--- src/rtl/reg_file_pkg.sv ---
// reg_file_pkg: shared types for the 2R1W register file.
//   clr_state_e : clear-sequencer FSM state (ST_IDLE, ST_CLEAR)
//   ST_W        : width of the state register
//   NUM_RD      : number of read ports on the file
package reg_file_pkg;

  localparam int ST_W   = 1;
  localparam int NUM_RD = 2;

  typedef enum logic [ST_W-1:0] {
    ST_IDLE  = 1'b0,
    ST_CLEAR = 1'b1
  } clr_state_e;

endpackage

--- src/rtl/reg_file_clear_ctrl.sv ---
// reg_file_clear_ctrl: clear sequencer for the register file.
// Sweeps every entry to zero after reset or on a clr request, one entry per edge.
// Ports:
//   clk      in  rising-edge clock
//   reset    in  synchronous active-high reset; restarts the sweep at entry 0
//   clr      in  clear request, sampled only while idle
//   busy     out sweep in progress (decoded from the state register)
//   clr_we   out write-zero strobe for the storage array
//   clr_addr out entry being zeroed this cycle
module reg_file_clear_ctrl
  import reg_file_pkg::*;
#(
  parameter int W = 2
) (
  input  logic         clk,
  input  logic         reset,
  input  logic         clr,
  output logic         busy,
  output logic         clr_we,
  output logic [W-1:0] clr_addr
);

  clr_state_e   state;
  logic [W-1:0] ptr;

  always_ff @(posedge clk) begin
    if (reset) begin
      state <= ST_CLEAR;
      ptr   <= '0;
    end else begin
      case (state)
        ST_IDLE: begin
          if (clr) begin
            state <= ST_CLEAR;
            ptr   <= '0;
          end
        end
        ST_CLEAR: begin
          // ptr wraps back to 0 on the last entry, so IDLE always sees ptr==0
          ptr <= ptr + 1'b1;
          if (&ptr) state <= ST_IDLE;
        end
        default: begin
          state <= ST_CLEAR;
          ptr   <= '0;
        end
      endcase
    end
  end

  assign busy     = (state == ST_CLEAR);
  // While reset is held the sweep is parked at entry 0; zeroing starts on release
  assign clr_we   = busy & ~reset;
  assign clr_addr = ptr;

endmodule

--- src/rtl/reg_file_2r1w.sv ---
// reg_file_2r1w: 2**W x B register file, one write port, two combinational read ports.
// A clear sequencer zeroes the whole array after reset or on request; while it
// runs, user writes are ignored and both read ports return 0.
// Ports:
//   clk, reset        clock, synchronous active-high reset
//   clr               clear request (honoured only when idle)
//   wr_en/w_addr/w_data  write port
//   r0_addr/r0_data   read port 0 (combinational)
//   r1_addr/r1_data   read port 1 (combinational)
//   busy              clear sequence in progress
// Parameters: BYPASS forwards a same-cycle write to matching reads;
//             R0_ZERO hardwires entry 0 to zero.
module reg_file_2r1w
  import reg_file_pkg::*;
#(
  parameter int B       = 8,
  parameter int W       = 2,
  parameter bit BYPASS  = 1'b1,
  parameter bit R0_ZERO = 1'b0
) (
  input  logic         clk,
  input  logic         reset,
  input  logic         clr,
  input  logic         wr_en,
  input  logic [W-1:0] w_addr,
  input  logic [B-1:0] w_data,
  input  logic [W-1:0] r0_addr,
  input  logic [W-1:0] r1_addr,
  output logic [B-1:0] r0_data,
  output logic [B-1:0] r1_data,
  output logic         busy
);

  localparam int N = 2 ** W;

  logic [N-1:0][B-1:0]      mem;
  logic                     clr_we;
  logic [W-1:0]             clr_addr;
  logic                     user_we;
  logic                     w_is_r0;
  logic [NUM_RD-1:0][W-1:0] ra;
  logic [NUM_RD-1:0][B-1:0] rd;

  reg_file_clear_ctrl #(.W(W)) u_clr (
    .clk      (clk),
    .reset    (reset),
    .clr      (clr),
    .busy     (busy),
    .clr_we   (clr_we),
    .clr_addr (clr_addr)
  );

  assign w_is_r0 = R0_ZERO && (w_addr == '0);
  // A clr or reset edge, or an active sweep, swallows the user write
  assign user_we = wr_en & ~clr & ~busy & ~reset & ~w_is_r0;

  always_ff @(posedge clk) begin
    if (clr_we)       mem[clr_addr] <= '0;
    else if (user_we) mem[w_addr]   <= w_data;
  end

  assign ra      = {r1_addr, r0_addr};
  assign r0_data = rd[0];
  assign r1_data = rd[1];

  // Priority: sweep gating, hardwired zero, same-cycle forward, stored value
  for (genvar p = 0; p < NUM_RD; p++) begin : g_rd
    assign rd[p] = busy                                        ? '0     :
                   (R0_ZERO && ra[p] == '0)                    ? '0     :
                   (BYPASS && wr_en && !clr && ra[p] == w_addr) ? w_data :
                                                                 mem[ra[p]];
  end

endmodule

--- config.mk ---
export PLATFORM = sky130hd
export DESIGN_NAME = reg_file_2r1w
export DESIGN_NICKNAME = d
export VERILOG_FILES = /design/src/rtl/reg_file_pkg.sv /design/src/rtl/reg_file_clear_ctrl.sv /design/src/rtl/reg_file_2r1w.sv
export SDC_FILE = /design/constraint.sdc
export NUM_CORES = 1
export LEC_CHECK = 0
export BUFFER_PORTS_ARGS = -buffer_cell sky130_fd_sc_hd__buf_2
export CAP_MARGIN = 40
export CORE_ASPECT_RATIO = 0.9
export CORE_MARGIN = 5
export CORE_UTILIZATION = 25
export DETAILED_ROUTE_END_ITERATION = 10
export GPL_ROUTABILITY_DRIVEN = 0
export MAX_ROUTING_LAYER = met4
export PLACE_DENSITY_LB_ADDON = 0.08
export SLEW_MARGIN = 25
export SYNTH_ARGS = -nofsm -noshare
export SYNTH_HDL_FRONTEND = slang
export SYNTH_HIERARCHICAL = 1
export SYNTH_SLANG_ARGS = --single-unit
--- constraint.sdc ---
create_clock -name clk -period 3.5 [get_ports clk]
set_clock_uncertainty 0.15 [all_clocks]
set_input_delay 0.175 -clock clk [delete_from_list [all_inputs] [get_ports clk]]
set_output_delay 0.175 -clock clk [all_outputs]
set_load 0.005 [all_outputs]
; ---- Word level (Yosys, flattened, before mapping)
; Cells that the tools add are included.
[totals]
out_inout_bits = 17
inputBits = 18
word_cells = 53
regBits = 35
[op_classes]
n_reduce_logical = 8
magnitude_cmp = 6
bitwise_logic = 9
mux = 20
add_sub_neg = 1
eq_ne = 3
[ops]
columns = cell, count
row1 = two-way mux 32 bit, 2
row2 = two-way mux 8 bit, 8
row3 = bitwise AND 32 bit, 1
row4 = binary-select mux 8 bit (select 2 bit), 2
row5 = bitwise mux 32 bit, 1
row6 = demux 8 bit (select 2 bit), 2
row7 = inverter 32 bit, 1
row8 = "< comparator 2 x 3 -> 1 bit, second input constant", 4
row9 = logical AND 1 bit, 5
row10 = bitwise AND 1 bit, 4
row11 = == test 2 bit, 2
row12 = ">= comparator 2 x 1 -> 1 bit, second input constant", 2
row13 = case mux 2 bit (2 select lines), 1
row14 = inverter 1 bit, 3
row15 = "adder 2 x 1 -> 2 bit, second input constant", 1
row16 = two-way mux 1 bit, 2
row17 = two-way mux 2 bit, 1
row18 = "!= test 2 bit, second input constant", 1
row19 = case mux 1 bit (2 select lines), 1
row20 = AND reduction 2 bit, 1
row21 = nonzero test 2 bit, 1
row22 = zero test 1 bit, 1

; ---- Longest topological paths before layout
[depth]
ltp_word = 7
ltp_mapped = 5
ltp_nobuf = 3

; ---- By module
; Netlist, hierarchy kept.
[modules_own_cells]
columns = mod, n_inst, area_per_inst_um2, cells_each, seq_area_each_um2
row1 = reg_file_2r1w, 1, 2306.0, 176, 960.9
row2 = reg_file_clear_ctrl, 1, 135.1, 14, 60.1

; ---- Worst setup path after synthesis
; OpenSTA, ideal clock, no wires.
[synth_timing]
path_type = register to register
start = register u_clr.state (netlist: u_clr/busy)
end = register mem[29] (netlist name) (data pin)
arrival_ns = 1.274
slack_ns = 1.819
stages_incl_launch_ff = 5
required_ns = 3.093
synth_period_minus_slack_ns = 1.681
path_buffers = 1
setup_ns = 0.257
cell_sequence = dfxtp_1 nor2b_1 buf_4 nor2b_1 a32o_1
[synth_via]
elab_chain_cells = 2
[synth_rtl]
columns = item, line_no
row1 = from (decl), reg_file_clear_ctrl.sv:23  ; clr_state_e state;
row2 = from (signal assigned), reg_file_clear_ctrl.sv:28  ; state <= ST_CLEAR;
row3 = from (signal assigned), reg_file_clear_ctrl.sv:34  ; state <= ST_CLEAR;
row4 = from (signal assigned), reg_file_clear_ctrl.sv:41  ; if (&ptr) state <= ST_IDLE;
row5 = bitwise AND 1 bit, reg_file_clear_ctrl.sv:53  ; assign clr_we = busy & ~reset;
row6 = net clr_we, reg_file_2r1w.sv:37  ; logic clr_we;
row7 = two-way mux 32 bit, reg_file_2r1w.sv:58  ; if (clr_we) mem[clr_addr] <= '0;
row8 = "to (signal, indexed assignment)", reg_file_2r1w.sv:59  ; else if (user_we) mem[w_addr] <= w_data;
row9 = to (decl), reg_file_2r1w.sv:36  ; logic [N-1:0][B-1:0] mem;
; The timed path passes the listed nets, and every way through them passes these cells.
; A chain may end at the register's enable or synchronous reset.

; ---- Final worst setup path
[layout_timing]
start = register u_clr.state (netlist: u_clr/busy)
end = register mem[27] (netlist name) (data pin)
; Same word-level chain as after synthesis.

==> out/metrics.yaml <==
final_hold_viol_count: 0
grt_pass1_wl_um: 11700
reg2reg_slack_ps: 1340
internal_power_mw: 0.758
p_per_area_mw_per_mm2: 395
fp.dieH_um: 104
end_kind: "flip-flop"
worstSetupPathType: "flip-flop to flip-flop"
slew_viol_final: 0
vias_per_cell: 5.59
p_clk_share_pct: 26.7
tns_ps: 0
relSlewSlack_pct: 48.6
clk_pin_slew_ps: 80
swShare_pct: 31.2
power_switching_mw: 0.344
ios: 35
critPathSlowestCell: "dfxtp_1"
multi_input_area_mm2: 0.00131
drt_iter0_markers: 129
drive_above_1_share_pct: 33.6
synth_top_area_cell: "edfxtp_1"
seq_area_mm2: 0.00102
hold_depth: 3
critPathMaxFanout: 25
area_growth_pct: 14.4
setup_violations: 0
cts_sinks: 35
die_w_um: 114
status: "completed"
die_area_mm2: 0.0118
pwr-share-comb_pct: 23.5
syn_area_per_cell_um2: 12.8
root_buffer: "clkbuf_8"
worstHoldEndpoint: "u_clr/clr_addr[1]$_SDFFE_PP0P_"
cap_violations: 0
reg2reg_depth: 4
drtPass1Iterations: 4
numPlacedInstances: 337
r2r-end: "mem[27]$_DFFE_PP_"
worstPathCellList: "nor2b_1, buf_4, a21boi_2, a32o_1"
routed_wl_um: 7720
rsz0062_at_grt: "no"
hold_path_class: "primary input to flip-flop"
cp-start-kind: "flip-flop"
antenna_left: 0
netlist_instances: 190
worstPathArrival_ps: 2160
final_cells: 346
cts_made_buffers: 5
post-route-min-period_ps: 2160
ys_seq_area_share_pct: 41.8
grt_max_degree: 26
fillers: 985
p_leak_nw: 0.987
cts_max_level: 2
overflow: 0
start_util_pct: 25.4
cts_setup_buffers: 0
grt_use_total_pct: 13.2
nets: 238
drcViolationCount: 0
postPlaceCellArea_mm2: 0.00269
port_buffers: 34
synth_top_area_share_pct: 39.4
syn_area_mm2: 0.00244
detailedPlacementHpwl_um: 5940
peakVddDrop_uv: 141
antenna_found_initial: 0
timing.rr.start: "u_clr/busy$_SDFF_PP1_"
critPathMaxStageDelay_ps: 830
power_frac_seq_pct: 49.8
cts_tree: "yes"
crit_family: "flip-flops"
fmax_mhz: 464
hold_start: "clr"
insertion_delay_ps: 290
final.period_utilization_pct: 61.6
fin_area_mm2: 0.00279
grt_pass1_vias: 1896
cp.depth: 4
n_antenna_cell: 0
path_buf_inv: 1
rows: 34
ys_ff_latch: 35
synth_area_leaders: "edfxtp_1 (39%), mux4_2 (15%), a22o_1 (8.6%), o31ai_1 (4.9%), nand4_1 (4.1%)"
cp.required_ps: 3500
yosysWarnings: 6
synth_cell_types: 29
tightestPinTransition_ps: 770
clockBufferDepth: 2
coreArea_mm2: 0.00961
wl_per_cell_um: 22.3
syn_nets: 209
via_count: 1934
worst register-to-register path, stage by stage, from the launching register on:
cell	delay (ps)
dfxtp_1	830
nor2b_1	220
buf_4	220
a21boi_2	420
a32o_1	190
Yosys cell counts (all sizes together):
cell and n:
a21boi 2, a21o 4, a21oi 18, a22o 24
a31o 1, a32o 8, buf 12, clkbuf 5
dfxtp 3, edfxtp 32, ha 1, inv 1
mux4 16, nand2 2, nand2b 1, nand4 16
nor2 1, nor2b 12, nor3 1, o21a 2
o31ai 16, or2 1, or2b 1, or3b 2
xnor2 4, xor2 4
timing repair:
item / 4_1_cts / 5_1_grt
hold buffers: 1 / 0
gates resized for setup: 0 / 0
hold endpoints to repair: 3 / 0
state kept, by name, summed over array words and instances, names as in the netlist:
name / count
mem: 32
u_clr/clr_addr: 2
u_clr/busy: 1
cell usage in the layout, fill, tap and decap left out, types with 2 or more instances in the layout:
cell	instances
a21boi_2	2
a21o_1	4
a21oi_1	18
a22o_1	24
a32o_1	8
buf_2	34
buf_4	4
clkbuf_8	5
clkinvlp_4	2
dfxtp_1	3
edfxtp_1	32
mux4_2	16
nand2_1	2
nand4_1	16
nor2b_1	12
o21a_1	2
o31ai_1	16
or3b_1	2
xnor2_2	4
xor2_2	4
layout make-up:
| class | count | share of cell area (%) |
|---|---|---|
| Clock buffer | 5 | 2.46 |
| Inverter | 1 | 0.134 |
| Clock inverter | 3 | 0.717 |
| Tap cell | 126 | 5.65 |
| Timing Repair Buffer | 39 | 7.53 |
| Sequential cell | 35 | 36.6 |
| Multi-Input combinational cell | 137 | 47.0 |
metal layers:
| metal | GRT usage (%) | vias up | share of wire (%) |
|---|---|---|---|
| li1 | - | 858 | - |
| met1 | 18.7 | 982 | 48 |
| met4 | 2.29 | 0 | 0.62 |
| met5 | - | - | 0 |
| met3 | 3.21 | 4 | 7.4 |
| met2 | 19.4 | 90 | 44 |
worst max-delay path by stage:
stage	to	start
finish	mem[27]$_DFFE_PP_	u_clr/busy$_SDFF_PP1_
global route	mem[27]$_DFFE_PP_	u_clr/busy$_SDFF_PP1_
CTS	mem[31]$_DFFE_PP_	u_clr/busy$_SDFF_PP1_
detailed placement	mem[29]$_DFFE_PP_	clr
global placement	mem[28]$_DFFE_PP_	u_clr/busy$_SDFF_PP1_
floorplan	mem[29]$_DFFE_PP_	u_clr/busy$_SDFF_PP1_
logic make-up after synthesis:
| group | share of synthesized area (%) |
|---|---|
| AO/OA/AOI/OAI | 23.6 |
| AND/OR/NAND/NOR | 9.48 |
| flip-flops | 41.8 |
| buffers and inverters | 4.46 |
| multiplexers | 14.8 |
| XOR/XNOR | 5.33 |
| adder cells (fa/ha/maj) | 0.512 |
through the flow:
stage | util, % | hold WS, ps | setup WS (ps) | total power [mW]
after floorplan | - | 94.1 | 1820 | 0.727
after global placement | 27.9 | 270 | 1340 | 0.820
after detailed placement | 28.0 | 261 | 1310 | 0.816
after CTS | 29.0 | 58.7 | 1340 | 1.11
after global routing | 29.0 | 52.6 | 1200 | 1.16
final | 29.0 | 63.3 | 1340 | 1.10
power groups by stage:
stage	combinational, mW	sequential (mW)	clock (mW)
floorplan	0.191	0.536	0
detailed placement	0.258	0.558	0
CTS	0.260	0.549	0.302
finish	0.259	0.549	0.294
global route	0.279	0.555	0.327
global placement	0.260	0.561	0
Power figures use the tool's default switching activity.
